--- src/rtl/fetch_lsu_arbiter_pkg.sv ---
// Shared types for the IFU/LSU bus arbiter: FSM state encoding and bus-owner codes.
package fetch_lsu_arbiter_pkg;

  typedef enum logic [1:0] {
    ARB_IDLE = 2'd0,
    ARB_IFU  = 2'd1,
    ARB_LSU  = 2'd2
  } arb_state_t;

  localparam logic OWNER_IFU = 1'b0;
  localparam logic OWNER_LSU = 1'b1;

  // Owner code presented on BusOwner; idle reports the IFU code (BusReq is low then).
  function automatic logic owner_of(arb_state_t s);
    return (s == ARB_LSU) ? OWNER_LSU : OWNER_IFU;
  endfunction

endpackage

--- src/rtl/fetch_lsu_arbiter_if.sv ---
// Request/grant/bus signal bundle between the IFU, LSU, arbiter and bus adapter.
interface fetch_lsu_arbiter_if #(
  parameter int XLEN = 64
) ();

  logic            IFUReq;
  logic [XLEN-1:0] IFUAdr;
  logic            IFUSpillLock;
  logic            IFUGnt;
  logic            IFUDone;

  logic            LSUReq;
  logic [XLEN-1:0] LSUAdr;
  logic            LSUWrite;
  logic            LSUAtomicLock;
  logic            LSUGnt;
  logic            LSUDone;

  logic            BusReq;
  logic [XLEN-1:0] BusAdr;
  logic            BusWrite;
  logic            BusOwner;
  logic            BusDone;

  // Arbiter side
  modport slave (
    input  IFUReq, IFUAdr, IFUSpillLock,
    input  LSUReq, LSUAdr, LSUWrite, LSUAtomicLock,
    input  BusDone,
    output IFUGnt, IFUDone, LSUGnt, LSUDone,
    output BusReq, BusAdr, BusWrite, BusOwner
  );

  // Requester / bus-adapter side
  modport master (
    output IFUReq, IFUAdr, IFUSpillLock,
    output LSUReq, LSUAdr, LSUWrite, LSUAtomicLock,
    output BusDone,
    input  IFUGnt, IFUDone, LSUGnt, LSUDone,
    input  BusReq, BusAdr, BusWrite, BusOwner
  );

endinterface

--- src/rtl/fetch_lsu_arbiter_starve_ctr.sv ---
// Saturating IFU wait counter; fired is high while the count sits at LIMIT.
module arb_starve_ctr
  import fetch_lsu_arbiter_pkg::*;
#(
  parameter int LIMIT = 8
) (
  input  logic clk,
  input  logic reset_n,
  input  logic inc,
  input  logic clr,
  output logic fired
);

  localparam int            W   = $clog2(LIMIT + 1);
  localparam logic [W-1:0]  MAX = W'(LIMIT);

  logic [W-1:0] cnt_q, cnt_d;

  // Clear wins over increment: the grant edge always restarts the wait.
  always_comb begin
    cnt_d = cnt_q;
    if (clr) begin
      cnt_d = '0;
    end else if (inc && (cnt_q != MAX)) begin
      cnt_d = cnt_q + W'(1);
    end
  end

  always_ff @(posedge clk) begin
    if (!reset_n) begin
      cnt_q <= '0;
    end else begin
      cnt_q <= cnt_d;
    end
  end

  assign fired = (cnt_q == MAX);

endmodule

--- src/rtl/fetch_lsu_arbiter.sv ---
// IFU/LSU bus arbiter with spill/atomic ownership lock and LSU-first priority.
// Define ARB_STARVE_GUARD_EN to bound IFU wait time behind the LSU (STARVE_LIMIT cycles).
module fetch_lsu_arbiter
  import fetch_lsu_arbiter_pkg::*;
#(
  parameter int XLEN         = 64,
  parameter int STARVE_LIMIT = 8
) (
  input  logic                clk,
  input  logic                reset_n,
  fetch_lsu_arbiter_if.slave  bus
);

  if (STARVE_LIMIT < 1) begin : g_limit_check
    $error("STARVE_LIMIT must be at least 1");
  end

  arb_state_t      state_q, state_d;
  arb_state_t      winner;
  logic [XLEN-1:0] bus_adr_q, bus_adr_d;
  logic            bus_write_q, bus_write_d;
  logic            arb_en;
  logic            starve_fired;

  logic            bus_req, ifu_gnt, lsu_gnt, ifu_done, lsu_done, bus_owner;

  // A new owner is only chosen while idle or on the completing cycle of the current one.
  assign arb_en = (state_q == ARB_IDLE) || bus.BusDone;

  always_comb begin
    winner = ARB_IDLE;
    if ((state_q == ARB_IFU) && bus.IFUSpillLock && bus.IFUReq) begin
      winner = ARB_IFU;
    end else if ((state_q == ARB_LSU) && bus.LSUAtomicLock && bus.LSUReq) begin
      winner = ARB_LSU;
    end else if (starve_fired && bus.IFUReq) begin
      winner = ARB_IFU;
    end else if (bus.LSUReq) begin
      winner = ARB_LSU;
    end else if (bus.IFUReq) begin
      winner = ARB_IFU;
    end
  end

  always_comb begin
    state_d     = state_q;
    bus_adr_d   = bus_adr_q;
    bus_write_d = bus_write_q;
    bus_req     = (state_q != ARB_IDLE);
    ifu_gnt     = (state_q == ARB_IFU);
    lsu_gnt     = (state_q == ARB_LSU);
    bus_owner   = owner_of(state_q);
    ifu_done    = bus.BusDone && (state_q == ARB_IFU);
    lsu_done    = bus.BusDone && (state_q == ARB_LSU);
    if (arb_en) begin
      state_d = winner;
      // Address and write flag are captured only for a real winner; idle holds the last values.
      case (winner)
        ARB_IFU: begin
          bus_adr_d   = bus.IFUAdr;
          bus_write_d = 1'b0;
        end
        ARB_LSU: begin
          bus_adr_d   = bus.LSUAdr;
          bus_write_d = bus.LSUWrite;
        end
        default: ;
      endcase
    end
  end

  always_ff @(posedge clk) begin
    if (!reset_n) begin
      state_q     <= ARB_IDLE;
      bus_adr_q   <= '0;
      bus_write_q <= 1'b0;
    end else begin
      state_q     <= state_d;
      bus_adr_q   <= bus_adr_d;
      bus_write_q <= bus_write_d;
    end
  end

`ifdef ARB_STARVE_GUARD_EN
  logic starve_inc, starve_clr;

  assign starve_inc = bus.IFUReq && (state_q != ARB_IFU);
  assign starve_clr = arb_en && (winner == ARB_IFU);

  arb_starve_ctr #(
    .LIMIT (STARVE_LIMIT)
  ) u_starve_ctr (
    .clk     (clk),
    .reset_n (reset_n),
    .inc     (starve_inc),
    .clr     (starve_clr),
    .fired   (starve_fired)
  );
`else
  assign starve_fired = 1'b0;
`endif

  assign bus.BusReq   = bus_req;
  assign bus.BusAdr   = bus_adr_q;
  assign bus.BusWrite = bus_write_q;
  assign bus.BusOwner = bus_owner;
  assign bus.IFUGnt   = ifu_gnt;
  assign bus.LSUGnt   = lsu_gnt;
  assign bus.IFUDone  = ifu_done;
  assign bus.LSUDone  = lsu_done;

endmodule

--- src/flat_wrapper.sv ---
// flat-port wrapper written by rule: the top's interface ports become plain ports
module fetch_lsu_arbiter_flat import fetch_lsu_arbiter_pkg::*;
#(
  parameter int XLEN         = 64,
  parameter int STARVE_LIMIT = 8
)
  (clk, reset_n, bus_IFUReq, bus_IFUAdr, bus_IFUSpillLock, bus_LSUReq, bus_LSUAdr, bus_LSUWrite, bus_LSUAtomicLock, bus_BusDone, bus_IFUGnt, bus_IFUDone, bus_LSUGnt, bus_LSUDone, bus_BusReq, bus_BusAdr, bus_BusWrite, bus_BusOwner);
  fetch_lsu_arbiter_if #(.XLEN(XLEN)) bus_i ();
  input  logic clk;
  input  logic reset_n;
  input wire logic [$bits(bus_i.IFUReq)-1:0] bus_IFUReq;
  input wire logic [$bits(bus_i.IFUAdr)-1:0] bus_IFUAdr;
  input wire logic [$bits(bus_i.IFUSpillLock)-1:0] bus_IFUSpillLock;
  input wire logic [$bits(bus_i.LSUReq)-1:0] bus_LSUReq;
  input wire logic [$bits(bus_i.LSUAdr)-1:0] bus_LSUAdr;
  input wire logic [$bits(bus_i.LSUWrite)-1:0] bus_LSUWrite;
  input wire logic [$bits(bus_i.LSUAtomicLock)-1:0] bus_LSUAtomicLock;
  input wire logic [$bits(bus_i.BusDone)-1:0] bus_BusDone;
  output wire logic [$bits(bus_i.IFUGnt)-1:0] bus_IFUGnt;
  output wire logic [$bits(bus_i.IFUDone)-1:0] bus_IFUDone;
  output wire logic [$bits(bus_i.LSUGnt)-1:0] bus_LSUGnt;
  output wire logic [$bits(bus_i.LSUDone)-1:0] bus_LSUDone;
  output wire logic [$bits(bus_i.BusReq)-1:0] bus_BusReq;
  output wire logic [$bits(bus_i.BusAdr)-1:0] bus_BusAdr;
  output wire logic [$bits(bus_i.BusWrite)-1:0] bus_BusWrite;
  output wire logic [$bits(bus_i.BusOwner)-1:0] bus_BusOwner;
  assign bus_i.IFUReq = bus_IFUReq;
  assign bus_i.IFUAdr = bus_IFUAdr;
  assign bus_i.IFUSpillLock = bus_IFUSpillLock;
  assign bus_i.LSUReq = bus_LSUReq;
  assign bus_i.LSUAdr = bus_LSUAdr;
  assign bus_i.LSUWrite = bus_LSUWrite;
  assign bus_i.LSUAtomicLock = bus_LSUAtomicLock;
  assign bus_i.BusDone = bus_BusDone;
  assign bus_IFUGnt = bus_i.IFUGnt;
  assign bus_IFUDone = bus_i.IFUDone;
  assign bus_LSUGnt = bus_i.LSUGnt;
  assign bus_LSUDone = bus_i.LSUDone;
  assign bus_BusReq = bus_i.BusReq;
  assign bus_BusAdr = bus_i.BusAdr;
  assign bus_BusWrite = bus_i.BusWrite;
  assign bus_BusOwner = bus_i.BusOwner;
  fetch_lsu_arbiter #(.XLEN(XLEN), .STARVE_LIMIT(STARVE_LIMIT)) u_core (.clk(clk), .reset_n(reset_n), .bus(bus_i));
endmodule
--- config.mk ---
export PLATFORM = sky130hd
export DESIGN_NAME = fetch_lsu_arbiter_flat
export DESIGN_NICKNAME = d
export VERILOG_FILES = /design/src/rtl/fetch_lsu_arbiter_pkg.sv /design/src/rtl/fetch_lsu_arbiter_if.sv /design/src/rtl/fetch_lsu_arbiter_starve_ctr.sv /design/src/rtl/fetch_lsu_arbiter.sv /design/src/flat_wrapper.sv
export SDC_FILE = /design/constraint.sdc
export NUM_CORES = 1
export LEC_CHECK = 0
export BUFFER_PORTS_ARGS = -buffer_cell sky130_fd_sc_hd__buf_2
export CAP_MARGIN = 20
export CORE_ASPECT_RATIO = 0.9
export CORE_UTILIZATION = 25
export CTS_BUF_LIST = sky130_fd_sc_hd__clkbuf_4
export DETAILED_ROUTE_END_ITERATION = 10
export PLACE_DENSITY = 0.54
export SYNTH_ARGS = -nofsm -noshare
export SYNTH_HDL_FRONTEND = slang
export SYNTH_SLANG_ARGS = --single-unit
--- constraint.sdc ---
create_clock -name clk -period 3.75 [get_ports clk]
set_input_delay 0.5625 -clock clk [delete_from_list [all_inputs] [get_ports clk]]
set_output_delay 0.5625 -clock clk [all_outputs]
set_load 0.005 [all_outputs]
Word-level counts from Yosys, hierarchy flattened. Cells that the tools add are included.

Equal/unequal tests: 4. Multiplexer cells: 7. Reductions and logical operators: 11.

Operators by type and width (number): $pmux 64 s2 (1); $logic_and 1x1->1 (6); $mux 2 (3); $eq 2x1->1 const B (2); $eq 2x2->1 const B (2); $reduce_bool 2->1 (2); $logic_not 2->1 (1); $mux 1 (2); $pmux 1 s2 (1); $reduce_and 2->1 (1); $logic_or 1x1->1 (1).

Register bits: 67. Input port bits: 136. Output and inout bits: 71. Logic and storage cells: 25.

Logic depth before layout (Yosys ltp).
Depth in word-level cells: 8. Gate-level depth with buffers: 5. Gate-level depth less buffers: 3.

Worst setup path before layout. OpenSTA, ideal clock, no wires.

Path kind: input to register. Start: input bus_BusDone. End: register u_core.bus_adr_q[0], in the netlist u_core.bus.BusAdr[0]. Arrival time: 1.534 ns. Data required time: 3.628 ns. Path slack: 2.095 ns. Cell stages on the path: 5. Path buffers: 2. Path through: o21ba_2 -> or2_1 -> buf_6 -> buf_6 -> o311a_1.

Longest elaborated chain between the ends: 2.

RTL lines: from (decl) (line flat_wrapper.sv:18) `input wire logic [$bits(bus_i.BusDone)-1:0] bus_BusDone;`; $logic_or 1x1->1 (line fetch_lsu_arbiter.sv:28) `assign arb_en = (state_q == ARB_IDLE) || bus.BusDone;`; $reduce_and 2->1 (no source line); to (signal assigned) (line fetch_lsu_arbiter.sv:79) `bus_adr_q <= bus_adr_d;`; to (decl) (line fetch_lsu_arbiter.sv:20) `logic [XLEN-1:0] bus_adr_q, bus_adr_d;`.

Every way passes these cells. A chain may end at the register's enable or synchronous reset.

Final worst setup path.
Start: register u_core.state_q[0]. End: register u_core.bus_adr_q[50], in the netlist u_core.bus.BusAdr[50].

Longest elaborated chain between the ends: 8. Elaborated cells on any way between the ends: 15. Classes of those cells: 4 x eq/ne; 3 x mux; 8 x reduce/logical.

RTL lines: from (decl) (line fetch_lsu_arbiter.sv:18) `arb_state_t state_q, state_d;`; from (signal assigned) (line fetch_lsu_arbiter.sv:78) `state_q <= state_d;`; $eq 2x2->1 (line fetch_lsu_arbiter.sv:34) `end else if ((state_q == ARB_LSU) && bus.LSUAtomicLock && bus.LSUReq) begin`; $logic_and 1x1->1 (2 in series) (line fetch_lsu_arbiter.sv:34); $mux 2 (line fetch_lsu_arbiter.sv:34); $mux 2 (line fetch_lsu_arbiter.sv:32) `if ((state_q == ARB_IFU) && bus.IFUSpillLock && bus.IFUReq) begin`; $eq 2x1->1 / $eq 2x2->1 (equally long branches) (line fetch_lsu_arbiter.sv:58) `case (winner)`; $reduce_bool 2->1 (no source line); $reduce_and 2->1 (no source line).

Parallel ways exist; a longest one is shown, timed or not.

==> metrics.yaml <==
sta:
  slew_headroom_pct: 31.5
  timing.final.crit_share_pct: 60.3
  hold_viol_final: 0
  finalCriticalPeriod_ns: 2.26
  finalSetupTns_ns: 0
  rsz0062_at_grt: "no"
  fmaxAchievable_mhz: 442
  worst_slack_ns: 1.49
  whs_ns: 0.422
  skew_ns: 0.00669
  slew_violations: 0
  worst_pin_slew_ns: 1.03
  finalSetupViolations: 0
clock_tree:
  post_cts_resized: 0
  clockBufferDepth: 2
  clock-sinks: 67
  cts_setup_buffers: 0
  cts.clk_slew.worst_paths_ns: 0.12
  tritoncts: "built"
  htreeDepth: 3
  clock_latency_ns: 0.44
  holdBufCountCts: 0
  cts-root-buf: "clkbuf_4"
  cts_buffers: 9
finish:
  syn_to_final_growth_pct: 31.2
  fill_cells: 1597
  layout.nets: 701
  final_cells: 768
  drive_above_1_share_pct: 40.4
  fin_util_pct: 33.5
  num_antenna_cells: 0
power:
  p_leak_nw: 2.60
  cellPowerDensity_nw_per_um2: 335
  ir_worst_vdd_v: 0.000193
synth:
  synthFlopType: "dfxtp_1"
  ys_types: 24
  syn_area_um2: 3760
  ys_seq_area_share_pct: 35.7
  synth.avg_cell_area_um2: 9.40
  ys_ff_latch: 67
  yosysWarnings: 0
  syn_inst: 400
  synth_edf_count: 0
  async_flop_share_pct: 0
  syn_nets: 536
critical_path:
  cp-end-kind: "flop"
  arrival_ns: 2.59
  worstPathRequired_ns: 4.08
  path_class: "flop to flop"
  crit_path_start_kind: "flop"
  cp_max_fo: 68
floorplanning:
  die_h_um: 118
  die_x_um: 131
  io_pins: 207
  start_util_pct: 25.6
  dieArea_um2: 15500
  fp.coreArea_um2: 14700
  rows: 42
global_routing:
  grt_pass1_wl_um: 19500
  grt_pass1_vias: 3700
  grt_usage_pct: 15.6
  grt_max_degree: 132
  antenna_found_initial: 0
  grt_overflow: 0
drt:
  wl_met3_um: 866
  vias: 3926
  ant_nets: 0
  drc: 0
  avgRoutedWirePerCell_um: 15.8
  drt_iter0_markers: 208
  wl_met1_um: 5460
  top_layer_used: "met4"
  drt-vias-per-instance: 5.11
  drt-total-wl_um: 12100
  wl_met2_um: 5690
  first_pass_iters: 4
min_path:
  hold_path_class: "primary input to flop"
place:
  dp.cells: 752
  place_ws_ns: 1.24
  dp_hpwl_um: 7590
  portBuffers: 205
  gp_congestion: 0.767
flow_run:
  cap_violations: 0
run_status:
  run_status: "finished clean"
layout by cell type, fill, tap and decap left out, drive strengths merged, types with 2 or more instances in the layout:
cell    count
nor2b       3
inv         2
o311a      64
or2         2
buf       211
and3       64
o21bai     64
clkinv      6
nand4b      2
a21boi     66
and2        2
clkbuf      9
dfxtp      67
where the power goes:
group / switching [mW] / internal, mW / leakage (nW) / total, mW
Clock: 0.278 / 0.127 / 0.0603 / 0.405
Sequential: 0.0320 / 0.782 / 0.557 / 0.814
Combinational: 0.200 / 0.231 / 1.98 / 0.431
worst max-delay path: stages, from the launching register on:
cell	delay, ns
dfxtp_1	0.46
nand4b_4	0.67
buf_12	0.46
and3_1	0.22
o311a_1	0.28
per-layer routing:
layer,GRT usage [%],vias to the layer above
li1,-,1882
met1,20.1,1904
met2,24.6,132
met3,5.66,8
met4,3.71,0
met5,0,-
path summary, 6_finish.rpt:
path,from,end,slack (ns),cells after the start
max,u_core.state_q[0],u_core.bus.BusAdr[50],1.49,4
min,bus_LSUWrite,u_core.bus.BusWrite,0.42,3
max reg2reg,u_core.state_q[0],u_core.bus.BusAdr[50],1.49,4
min reg2reg,u_core.bus.BusWrite,u_core.bus.BusWrite,0.52,2
state kept, by name, indices dropped and copies added, names as in the netlist:
signal and flops:
u_core.bus.BusWrite 1, u_core.bus.BusAdr 64, u_core.state_q 2
synth_stat cells (2+ instances only):
cell type	instances	area (µm²)
clkbuf_1	45	169
dfxtp_1	67	1340
and2_1	2	12.5
nor2b_1	3	18.8
buf_6	8	90.1
o311a_1	64	641
a21boi_0	66	495
inv_1	2	7.51
buf_2	2	10.0
and3_1	64	400
o21bai_1	64	480
cell families after synthesis:
kind of cell           Yosys count  synth area share (%)
AO/OA/AOI/OAI                  198                  43.8
buffers and inverters           59                  7.65
flip-flops                      67                  35.7
AND/OR/NAND/NOR                 76                  12.8
per-stage QoR:
step | power [mW] | instance area, µm²
2_1_floorplan | 1.09 | 3760
3_3_place_gp | 1.25 | 4830
3_5_place_dp | 1.27 | 4830
4_1_cts | 1.68 | 4930
5_1_grt | 1.77 | 4930
6_report | 1.65 | 4930
final cells by class:
| class | instances | area [µm²] | area share (%) |
|---|---|---|---|
| repair buffers | 211 | 1090 | 22.0 |
| clock inverters | 7 | 35.0 | 0.710 |
| well taps | 198 | 248 | 5.02 |
| inverters | 2 | 7.51 | 0.152 |
| flip-flops and latches | 67 | 1340 | 27.2 |
| clock buffers | 9 | 67.6 | 1.37 |
| multi-input cells | 274 | 2150 | 43.5 |
No activity file was read; power rests on OpenSTA's default activity.
